## config.mk

```make
export PLATFORM = sky130hd
export DESIGN_NAME = pll_lock_supervisor
export DESIGN_NICKNAME = d
export VERILOG_FILES = /design/src/rtl/pll_sup_pkg.sv /design/src/rtl/pll_lock_supervisor_sync_bit.sv /design/src/rtl/pll_lock_supervisor.sv
export SDC_FILE = /design/constraint.sdc
export NUM_CORES = 1
export LEC_CHECK = 0
export ABC_AREA = 1
export BUFFER_PORTS_ARGS = -buffer_cell sky130_fd_sc_hd__buf_2
export CAP_MARGIN = 40
export CORE_MARGIN = 4
export CORE_UTILIZATION = 60
export CTS_BUF_LIST = sky130_fd_sc_hd__clkbuf_2 sky130_fd_sc_hd__clkbuf_4 sky130_fd_sc_hd__clkbuf_8
export DETAILED_ROUTE_END_ITERATION = 10
export PLACE_DENSITY = 0.88
export SLEW_MARGIN = 20
export SYNTH_ARGS = -nofsm -noshare
export SYNTH_HDL_FRONTEND = slang
export SYNTH_SLANG_ARGS = --single-unit
```

## constraint.sdc

```tcl
create_clock -name clk -period 2.3 [get_ports clk]
set_input_delay 0.115 -clock clk [delete_from_list [all_inputs] [get_ports clk]]
set_output_delay 0.115 -clock clk [all_outputs]
set_load 0.02 [all_outputs]
```

## src/rtl/pll_sup_pkg.sv

```systemverilog
// Shared types and default timing constants for the PLL lock supervisor.
package pll_sup_pkg;

    typedef enum logic [2:0] {
        ST_PLL_RST   = 3'd0,
        ST_WAIT_LOCK = 3'd1,
        ST_STABLE    = 3'd2,
        ST_RELEASE   = 3'd3,
        ST_RUN       = 3'd4,
        ST_FAIL      = 3'd5
    } pll_sup_state_t;

    localparam int DEF_RST_PULSE_CYC    = 16;
    localparam int DEF_LOCK_TIMEOUT_CYC = 4096;
    localparam int DEF_STABLE_CYC       = 256;
    localparam int DEF_STAGE_GAP_CYC    = 8;
    localparam int DEF_MAX_RETRY        = 3;

    function automatic int pll_sup_max4(input int a, input int b, input int c, input int d);
        int m;
        m = a;
        if (b > m) m = b;
        if (c > m) m = c;
        if (d > m) m = d;
        return m;
    endfunction

endpackage

```

## src/rtl/pll_lock_supervisor_sync_bit.sv

```systemverilog
// Two-flop synchronizer for a single asynchronous level signal.
module sync_bit (
    input  logic clk,
    input  logic rst_n,
    input  logic i_d,
    output logic o_q
);

    logic r_meta;
    logic r_sync;

    always_ff @(posedge clk or negedge rst_n) begin
        if (!rst_n) begin
            r_meta <= 1'b0;
            r_sync <= 1'b0;
        end else begin
            r_meta <= i_d;
            r_sync <= r_meta;
        end
    end

    assign o_q = r_sync;

endmodule

```

## src/rtl/pll_lock_supervisor.sv

```systemverilog
// Sequences PLL reset, lock qualification and staged core/datapath reset release,
// with bounded lock retries, a sticky FAIL state and a saturating lock-loss counter.
module pll_lock_supervisor
    import pll_sup_pkg::*;
#(
    parameter int RST_PULSE_CYC    = DEF_RST_PULSE_CYC,
    parameter int LOCK_TIMEOUT_CYC = DEF_LOCK_TIMEOUT_CYC,
    parameter int STABLE_CYC       = DEF_STABLE_CYC,
    parameter int STAGE_GAP_CYC    = DEF_STAGE_GAP_CYC,
    parameter int MAX_RETRY        = DEF_MAX_RETRY
) (
    input  logic        clk,
    input  logic        rst_n,
    input  logic        pll_locked,
    input  logic        sw_rst_req,
    output logic        pll_rst_n,
    output logic        core_rst_n,
    output logic        dp_rst_n,
    output logic        locked_ok,
    output logic        fail,
    output logic [3:0]  retry_cnt,
    output logic [15:0] loss_cnt
);

    localparam int TMR_MAX = pll_sup_max4(RST_PULSE_CYC, LOCK_TIMEOUT_CYC, STABLE_CYC, STAGE_GAP_CYC);
    localparam int TMR_W   = (TMR_MAX > 1) ? $clog2(TMR_MAX) : 1;

    // The timer holds the cycles remaining after the current one. The first cycle after
    // reset counts toward the PLL pulse, and the lock-detect cycle in WAIT_LOCK counts as
    // the first stable cycle, hence the -2 reloads (RST_PULSE_CYC, STABLE_CYC >= 2).
    localparam logic [TMR_W-1:0] LD_RST    = TMR_W'(RST_PULSE_CYC - 1);
    localparam logic [TMR_W-1:0] LD_BOOT   = TMR_W'(RST_PULSE_CYC - 2);
    localparam logic [TMR_W-1:0] LD_LOCK   = TMR_W'(LOCK_TIMEOUT_CYC - 1);
    localparam logic [TMR_W-1:0] LD_STABLE = TMR_W'(STABLE_CYC - 2);
    localparam logic [TMR_W-1:0] LD_GAP    = TMR_W'(STAGE_GAP_CYC - 1);

    pll_sup_state_t   r_state;
    pll_sup_state_t   w_nxt_state;
    logic [TMR_W-1:0] r_timer;
    logic [TMR_W-1:0] w_nxt_timer;
    logic             r_boot;
    logic [3:0]       r_retry_cnt;
    logic [3:0]       w_nxt_retry;
    logic [3:0]       w_retry_inc;
    logic [15:0]      r_loss_cnt;
    logic             w_loss_evt;
    logic             w_locked_s;
    logic             w_tmr_zero;
    logic             r_pll_rst_n;
    logic             r_core_rst_n;
    logic             r_dp_rst_n;
    logic             r_locked_ok;
    logic             r_fail;

    sync_bit u_sync_locked (
        .clk   (clk),
        .rst_n (rst_n),
        .i_d   (pll_locked),
        .o_q   (w_locked_s)
    );

    assign w_tmr_zero  = (r_timer == '0);
    assign w_retry_inc = r_retry_cnt + 4'd1;

    always_comb begin
        w_nxt_state = r_state;
        w_nxt_timer = r_timer - TMR_W'(1);
        w_nxt_retry = r_retry_cnt;
        w_loss_evt  = 1'b0;
        if (r_boot) begin
            w_nxt_state = ST_PLL_RST;
            w_nxt_timer = LD_BOOT;
        end else begin
            case (r_state)
                ST_PLL_RST: begin
                    if (w_tmr_zero) begin
                        w_nxt_state = ST_WAIT_LOCK;
                        w_nxt_timer = LD_LOCK;
                    end
                end
                ST_WAIT_LOCK: begin
                    if (w_locked_s) begin
                        w_nxt_state = ST_STABLE;
                        w_nxt_timer = LD_STABLE;
                    end else if (w_tmr_zero) begin
                        w_nxt_retry = w_retry_inc;
                        if (w_retry_inc == 4'(MAX_RETRY)) begin
                            w_nxt_state = ST_FAIL;
                            w_nxt_timer = '0;
                        end else begin
                            w_nxt_state = ST_PLL_RST;
                            w_nxt_timer = LD_RST;
                        end
                    end
                end
                ST_STABLE: begin
                    if (!w_locked_s) begin
                        w_nxt_state = ST_WAIT_LOCK;
                        w_nxt_timer = LD_LOCK;
                    end else if (w_tmr_zero) begin
                        w_nxt_state = ST_RELEASE;
                        w_nxt_timer = LD_GAP;
                    end
                end
                ST_RELEASE: begin
                    if (!w_locked_s) begin
                        w_nxt_state = ST_PLL_RST;
                        w_nxt_timer = LD_RST;
                    end else if (w_tmr_zero) begin
                        w_nxt_state = ST_RUN;
                        w_nxt_timer = '0;
                        w_nxt_retry = 4'd0;
                    end
                end
                ST_RUN: begin
                    w_nxt_timer = '0;
                    if (!w_locked_s) begin
                        w_loss_evt  = 1'b1;
                        w_nxt_state = ST_PLL_RST;
                        w_nxt_timer = LD_RST;
                    end
                end
                ST_FAIL: begin
                    w_nxt_timer = '0;
                    if (sw_rst_req) begin
                        w_nxt_retry = 4'd0;
                        w_nxt_state = ST_PLL_RST;
                        w_nxt_timer = LD_RST;
                    end
                end
                default: begin
                    w_nxt_state = ST_PLL_RST;
                    w_nxt_timer = LD_RST;
                end
            endcase
        end
        // Software request wins over any pending transition; a coincident lock loss is still counted.
        if (sw_rst_req && (r_state != ST_FAIL)) begin
            w_nxt_state = ST_PLL_RST;
            w_nxt_timer = LD_RST;
            w_nxt_retry = r_retry_cnt;
        end
    end

    always_ff @(posedge clk or negedge rst_n) begin
        if (!rst_n) begin
            r_state      <= ST_PLL_RST;
            r_timer      <= '0;
            r_boot       <= 1'b1;
            r_retry_cnt  <= 4'd0;
            r_loss_cnt   <= 16'd0;
            r_pll_rst_n  <= 1'b0;
            r_core_rst_n <= 1'b0;
            r_dp_rst_n   <= 1'b0;
            r_locked_ok  <= 1'b0;
            r_fail       <= 1'b0;
        end else begin
            r_boot       <= 1'b0;
            r_state      <= w_nxt_state;
            r_timer      <= w_nxt_timer;
            r_retry_cnt  <= w_nxt_retry;
            if (w_loss_evt && (r_loss_cnt != 16'hFFFF)) begin
                r_loss_cnt <= r_loss_cnt + 16'd1;
            end
            r_pll_rst_n  <= !((w_nxt_state == ST_PLL_RST) || (w_nxt_state == ST_FAIL));
            r_core_rst_n <= (w_nxt_state == ST_RELEASE) || (w_nxt_state == ST_RUN);
            r_dp_rst_n   <= (w_nxt_state == ST_RUN);
            r_locked_ok  <= (w_nxt_state == ST_RUN);
            r_fail       <= (w_nxt_state == ST_FAIL);
        end
    end

    assign pll_rst_n  = r_pll_rst_n;
    assign core_rst_n = r_core_rst_n;
    assign dp_rst_n   = r_dp_rst_n;
    assign locked_ok  = r_locked_ok;
    assign fail       = r_fail;
    assign retry_cnt  = r_retry_cnt;
    assign loss_cnt   = r_loss_cnt;

endmodule

```

* Word-level counts from Yosys, hierarchy flattened
Cells that the tools add are included.
** Operators by class
- Muxes and demuxes :: 35
- $add $sub $neg :: 3
- Bitwise gates (word level) :: 2
- Eq/ne operators :: 16
- Div/mod/pow operators :: 0
- Reduce and logical (&&, ||, !) cells :: 10
- Order comparisons :: 0
- Shifts and indexed selects :: 0
- Multipliers :: 0
** Operators with widths (number)
- two-way mux 12 bit :: 9
- one-hot mux 12 bit (6 select lines) :: 1
- two-way mux 3 bit :: 12
- two-way mux 4 bit :: 8
- one-hot mux 3 bit (6 select lines) :: 1
- adder 16 x 1 -> 16 bit (second input constant) :: 1
- inequality test 16 bit (second input constant) :: 1
- == test 3 bit (second input constant) :: 4
- zero test 12 bit :: 1
- one-hot mux 4 bit (3 select lines) :: 1
- subtractor 12 x 1 -> 12 bit (second input constant) :: 1
- == test 3 x 2 -> 1 bit (second input constant) :: 3
- inequality test 2 bit (second input constant) :: 4
- AND reduction 8 bit :: 1
- zero test 3 bit :: 2
- adder 4 x 1 -> 4 bit (second input constant) :: 1
- == test 4 x 2 -> 1 bit (second input constant) :: 1
- == test 3 x 1 -> 1 bit (second input constant) :: 1
- two-way mux 1 bit :: 3
- inequality test 3 bit (second input constant) :: 1
- nonzero test 3 bit :: 1
- logical AND 1 bit :: 2
- logical OR 1 bit :: 2
- inequality test 2 x 1 -> 1 bit (second input constant) :: 1
- other kinds (2) :: 3
** Storage, ports and cells
- Memories kept :: 0
- Flip-flop bits (word level) :: 42
- Bits of input ports :: 4
- Memory bits (writable) :: 0
- Word-level logic and storage cells :: 77
- Output and inout bits :: 25
- Latch bits :: 0
- ROM bits :: 0

* Depth between registers and ports, before layout
- Word-level depth :: 11
- Gate-level depth with buffers :: 15
- Gate-level depth less buffers :: 15

* Hierarchy
From an unflattened synthesis, not the netlist that was laid out.
** Unflattened totals
- Cell total of the unflattened synthesis :: 363
- Area, all modules :: 2577.5 sq um
** By module, submodules not included
- pll_lock_supervisor :: seq. area each 1002.2 sq um, area each 2527.4 sq um, cells an instance 361, times used 1
- sync_bit :: seq. area each 50.0 sq um, area each 50.0 sq um, cells an instance 2, times used 1

* Worst setup path before layout
Ideal clock, no wire load.
- Kind :: reg2reg
- Start :: register r_loss_cnt[1], in the netlist loss_cnt[1]
- End :: register r_loss_cnt[15], in the netlist loss_cnt[15]
- Stages on the path, launching flop included :: 11
- Path slack :: 0.581 ns
- Setup time :: 0.123 ns
- Period minus slack after synthesis :: 1.719 ns
- Arrival time :: 1.596 ns
- Buffers on the path :: 0
- Cells stage by stage :: dfrtp_1 -> ha_1 -> nand3_2 -> nor2_2 -> nand3_1 -> o21ai_4 -> inv_4 -> nand3b_2 -> nor2_1 -> nand2_1 -> nand2_1
** Between the ends
- Word-level cells in the longest chain between the ends :: 2
- Elaborated cells between the ends (all ways) :: 3
- Those cells by class :: 1 x add/sub; 1 x eq/ne; 1 x reduce/logical
** RTL lines
- from (decl) :: line pll_lock_supervisor.sv:45 : logic [15:0] r_loss_cnt;
- from (signal assigned) :: line pll_lock_supervisor.sv:163 : r_loss_cnt <= r_loss_cnt + 16'd1;
- parallel branches: the longest is 2 deep, another holds adder 16 x 1 -> 16 bit
Parallel ways; which one is timed is not known.
A chain may end at the register's enable or synchronous reset.

* Worst setup path after layout
- Start :: register r_timer[0]
- End :: register r_core_rst_n, in the netlist core_rst_n
** Between the ends
- Word-level cells in the longest chain between the ends :: 8
- Elaborated cells between the ends (all ways) :: 14
- Those cells by class :: 2 x eq/ne; 10 x mux; 2 x reduce/logical
** RTL lines
- from (decl) :: line pll_lock_supervisor.sv:39 : logic [TMR_W-1:0] r_timer;
- from (signal assigned) :: line pll_lock_supervisor.sv:160 : r_timer <= w_nxt_timer;
- zero test 12 bit * :: line pll_lock_supervisor.sv:62 : assign w_tmr_zero = (r_timer == '0);
- two-way mux 3 bit (on tied branches) :: line pll_lock_supervisor.sv:109, pll_lock_supervisor.sv:85, pll_lock_supervisor.sv:100
- two-way mux 3 bit (on tied branches) :: line pll_lock_supervisor.sv:106, pll_lock_supervisor.sv:82, pll_lock_supervisor.sv:97
- one-hot mux 3 bit (6 select lines) * :: line pll_lock_supervisor.sv:74 : case (r_state)
- two-way mux 3 bit * :: line pll_lock_supervisor.sv:70 : if (r_boot) begin
- two-way mux 3 bit * :: line pll_lock_supervisor.sv:138 : if (sw_rst_req && (r_state != ST_FAIL)) begin
- named net w_nxt_state[0] :: line pll_lock_supervisor.sv:38 : pll_sup_state_t w_nxt_state;
- == test 3 x 2 -> 1 bit / == test 3 bit (equally long branches) :: line pll_lock_supervisor.sv:166 : r_core_rst_n <= (w_nxt_state == ST_RELEASE) || (w_nxt_state == ST_RUN);
- logical OR 1 bit * :: line pll_lock_supervisor.sv:166
- to (signal assigned) :: line pll_lock_supervisor.sv:166
- to (decl) :: line pll_lock_supervisor.sv:50 : logic r_core_rst_n;
Mark *: on every way through the listed nets, which the timed path passes. The rest lies on a longest branch.

==> impl_metrics.json <==
{
  "clock_skew_ns": 0.009243,
  "finalSetupViolCount": 0,
  "path_clk_slew_ns": 0.08,
  "crit_arrival_ns": 2.22,
  "fin_nets": 406,
  "leakagePower_nw": 1.612,
  "place_inst": 438,
  "path_delay_family": "simple AND/OR/NAND/NOR gates",
  "fill_cells": 328,
  "antenna_found_initial": 0,
  "slew_headroom_pct": 58.95,
  "slowest_delay_ns": 0.42,
  "worst_hold_slack_ns": 0.09164,
  "die_y_um": 73.91,
  "synth_edf_count": 0,
  "synthFlopType": "dfrtp_1",
  "first_pass_iters": 5,
  "cp-end-kind": "flop",
  "dp_hpwl_um": 4503,
  "synth_most_common_cell": "nand2_1",
  "viasPerCell": 5.396,
  "gr-usage-all-layers_pct": 24.53,
  "tns_ns": 0,
  "rsz0062_at_grt": "false",
  "worst_path_max_delay_cell": "dfrtp_1",
  "coreArea_um2": 4086,
  "stdcell_count": 447,
  "clockRootBuffer": "clkbuf_8",
  "syn-num-nets": 370,
  "crit_type": "flop to flop",
  "grt_max_degree": 24,
  "num_io_pins": 29,
  "gp_congestion": 0.9289,
  "syn2layout_area_growth_pct": 12.19,
  "cts_tree": "built",
  "start_kind": "flop",
  "clk-insertion-delay-late_ns": 0.30,
  "startpoint": "r_timer[0]",
  "htree_levels": 2,
  "synth_cells": 361,
  "yosysTopAreaCell": "dfrtp_1",
  "antennaDiodeCount": 0,
  "ys_ff_latch": 42,
  "finalMaxSlewViolations": 0,
  "max-vdd-ir-drop_mv": 0.3346,
  "async_reset_ff_share_pct": 100.0,
  "tightest_slew_ns": 0.6116,
  "vias": 2412,
  "path_common_cell": "nand2_1",
  "cts-resized-gates": 0,
  "synth_top_area_share_pct": 39.37,
  "grt_pass1_vias": 2346,
  "crit_required_ns": 2.48,
  "die_w_um": 73.91,
  "worstPathCellList": "inv_1 -> ha_1 -> inv_1 -> nor2_1 -> nand3_1 -> nor2_1 -> nand2_1 -> nand2_1 -> nand2_1 -> inv_1 -> nand2_1 -> nand2_2 -> inv_1 -> nand2_1 -> nand2_1",
  "ant_nets": 0,
  "numCtsBuffers": 5,
  "hold_class": "primary input to flop",
  "max_freq_mhz": 491.2,
  "wirelength_um": 5998,
  "start_util_pct": 63.78,
  "synth_warnings": 0,
  "finalCritPeriodShare_pct": 88.52,
  "drive_gt1_share_pct": 16.37,
  "r2r-start": "r_timer[0]",
  "power_density_nw_per_um2": 428.4,
  "drc": 0,
  "placed_area_um2": 2825,
  "critPathBufInv": 4,
  "run_status": "completed",
  "cap_violations": 0,
  "layout_min_cycle_time_ns": 2.036,
  "grt_pass1_wl_um": 10310,
  "synth_common_cells": "nand2_1, inv_1, dfrtp_1",
  "globalRoute.totalOverflow": 0,
  "cp_max_fo": 6,
  "portBuffers": 28,
  "cts_sinks": 42,
  "wl_per_cell_um": 13.42,
  "fp-row-count": 23,
  "synth_area_leaders": "dfrtp_1, nand2_1, inv_1",
  "syn_avg_cell_area_um2": 7.220,
  "ys_seq_area_share_pct": 40.37,
  "finalHoldViolCount": 0,
  "power_mw": 1.253,
  "dieArea_um2": 5462,
  "synth_area_um2": 2606,
  "synth.distinct_cells": 27,
  "fin_area_um2": 2924,
  "drt_iter0_drc": 265,
  "hold_start": "sw_rst_req",
  "cts_buffer_depth": 2
}
==> final cells by class <==
type	count	area, µm²	area share [%]
clock buffers	5	68.82	2.353
multi-input cells	264	1338	45.74
clock inverters	2	10.01	0.3423
repair buffers	32	195.2	6.675
inverters	52	197.7	6.761
flip-flops and latches	42	1052	35.99
well taps	50	62.56	2.139
==> per-layer routing <==
| layer | vias up | routed length (µm) | GRT usage [%] |
|---|---|---|---|
| li1 | 1199 | - | - |
| met2 | 87 | 2973 | 41.24 |
| met3 | 22 | 342 | 6.156 |
| met4 | 0 | 148 | 9.457 |
| met5 | - | 0 | 0 |
| met1 | 1104 | 2533 | 30.34 |
==> worst paths after layout <==
| kind | end | slack [ns] | cells after the start |
|---|---|---|---|
| min | r_timer[0] | 0.09 | 3 |
| max | core_rst_n | 0.26 | 15 |
| max in group asynchronous | r_boot | 1.43 | 3 |
| min in group asynchronous | r_timer[7] | 0.31 | 2 |
| min reg2reg | u_sync_locked.o_q | 0.36 | 0 |
| max reg2reg | core_rst_n | 0.26 | 15 |
==> placed cells by master (no fill, tap or decap) <==
| cell type | synthesis | layout |
|---|---|---|
| dfstp_2 | 1 | 1 |
| nand3b_2 | 1 | 1 |
| a21oi_1 | 10 | 10 |
| clkinv_2 | 0 | 2 |
| nor2_1 | 36 | 36 |
| nor2_4 | 4 | 4 |
| inv_1 | 47 | 47 |
| o21ai_4 | 1 | 1 |
| buf_16 | 0 | 1 |
| dfrtp_1 | 41 | 41 |
| xnor2_1 | 9 | 9 |
| a21oi_2 | 1 | 1 |
| o21ai_0 | 19 | 19 |
| nand3_2 | 3 | 3 |
| nor3_1 | 4 | 4 |
| nand2_2 | 6 | 6 |
| nand4_1 | 9 | 9 |
| nand2_1 | 111 | 111 |
| conb_1 | 1 | 1 |
| buf_4 | 2 | 1 |
| clkbuf_8 | 0 | 5 |
| nor4_1 | 1 | 1 |
| ha_1 | 5 | 5 |
| dlygate4sd3_1 | 0 | 2 |
| o21ai_1 | 5 | 5 |
| inv_4 | 1 | 1 |
| xor2_1 | 11 | 11 |
| nor2_2 | 6 | 6 |
| nand3_1 | 21 | 21 |
| buf_2 | 0 | 28 |
| inv_2 | 4 | 4 |
==> report_power, final <==
part / leakage (nW) / internal [mW] / switching [mW] / total, mW
combinational: 1.01 / 0.0173 / 0.0365 / 0.0538
sequential: 0.561 / 0.744 / 0.00756 / 0.751
clock: 0.0438 / 0.204 / 0.244 / 0.448
total: 1.61 / 0.965 / 0.288 / 1.25
==> metrics by stage <==
step,utilization [%],worst slack [ns]
final,71.56,0.2640
after global routing,71.56,0.02290
after CTS,71.56,0.2863
after detailed placement,69.14,0.3140
after global placement,68.46,0.4040
after floorplan,-,0.5810
==> tightest hold or removal path: stages <==
cell     delay (ns)
buf_2          0.12
nand2_1        0.06
nand2_1        0.06
==> sequential cells by signal (all words and copies together) (netlist names) <==
register and flops:
locked_ok 1, r_boot 1, u_sync_locked.o_q 1, u_sync_locked.r_meta 1, pll_rst_n 1, r_timer 12, retry_cnt 4, loss_cnt 16
core_rst_n 1, r_state 3, fail 1
==> what timing repair did <==
item	CTS	global route
hold buffers	2	0
setup buffers	0	0
hold endpoints to repair	20	0
==> cells by family after synthesis <==
family / Yosys count / share of synthesized area (%)
XOR/XNOR: 20 / 6.721
flip-flops: 42 / 40.37
AO/OA/AOI/OAI: 36 / 7.489
AND/OR/NAND/NOR: 202 / 34.57
adder cells (fa/ha/maj): 5 / 2.400
buffers and inverters: 55 / 8.305
other: 1 / 0.1439
Note: power is estimated with default switching activity, not from simulation.
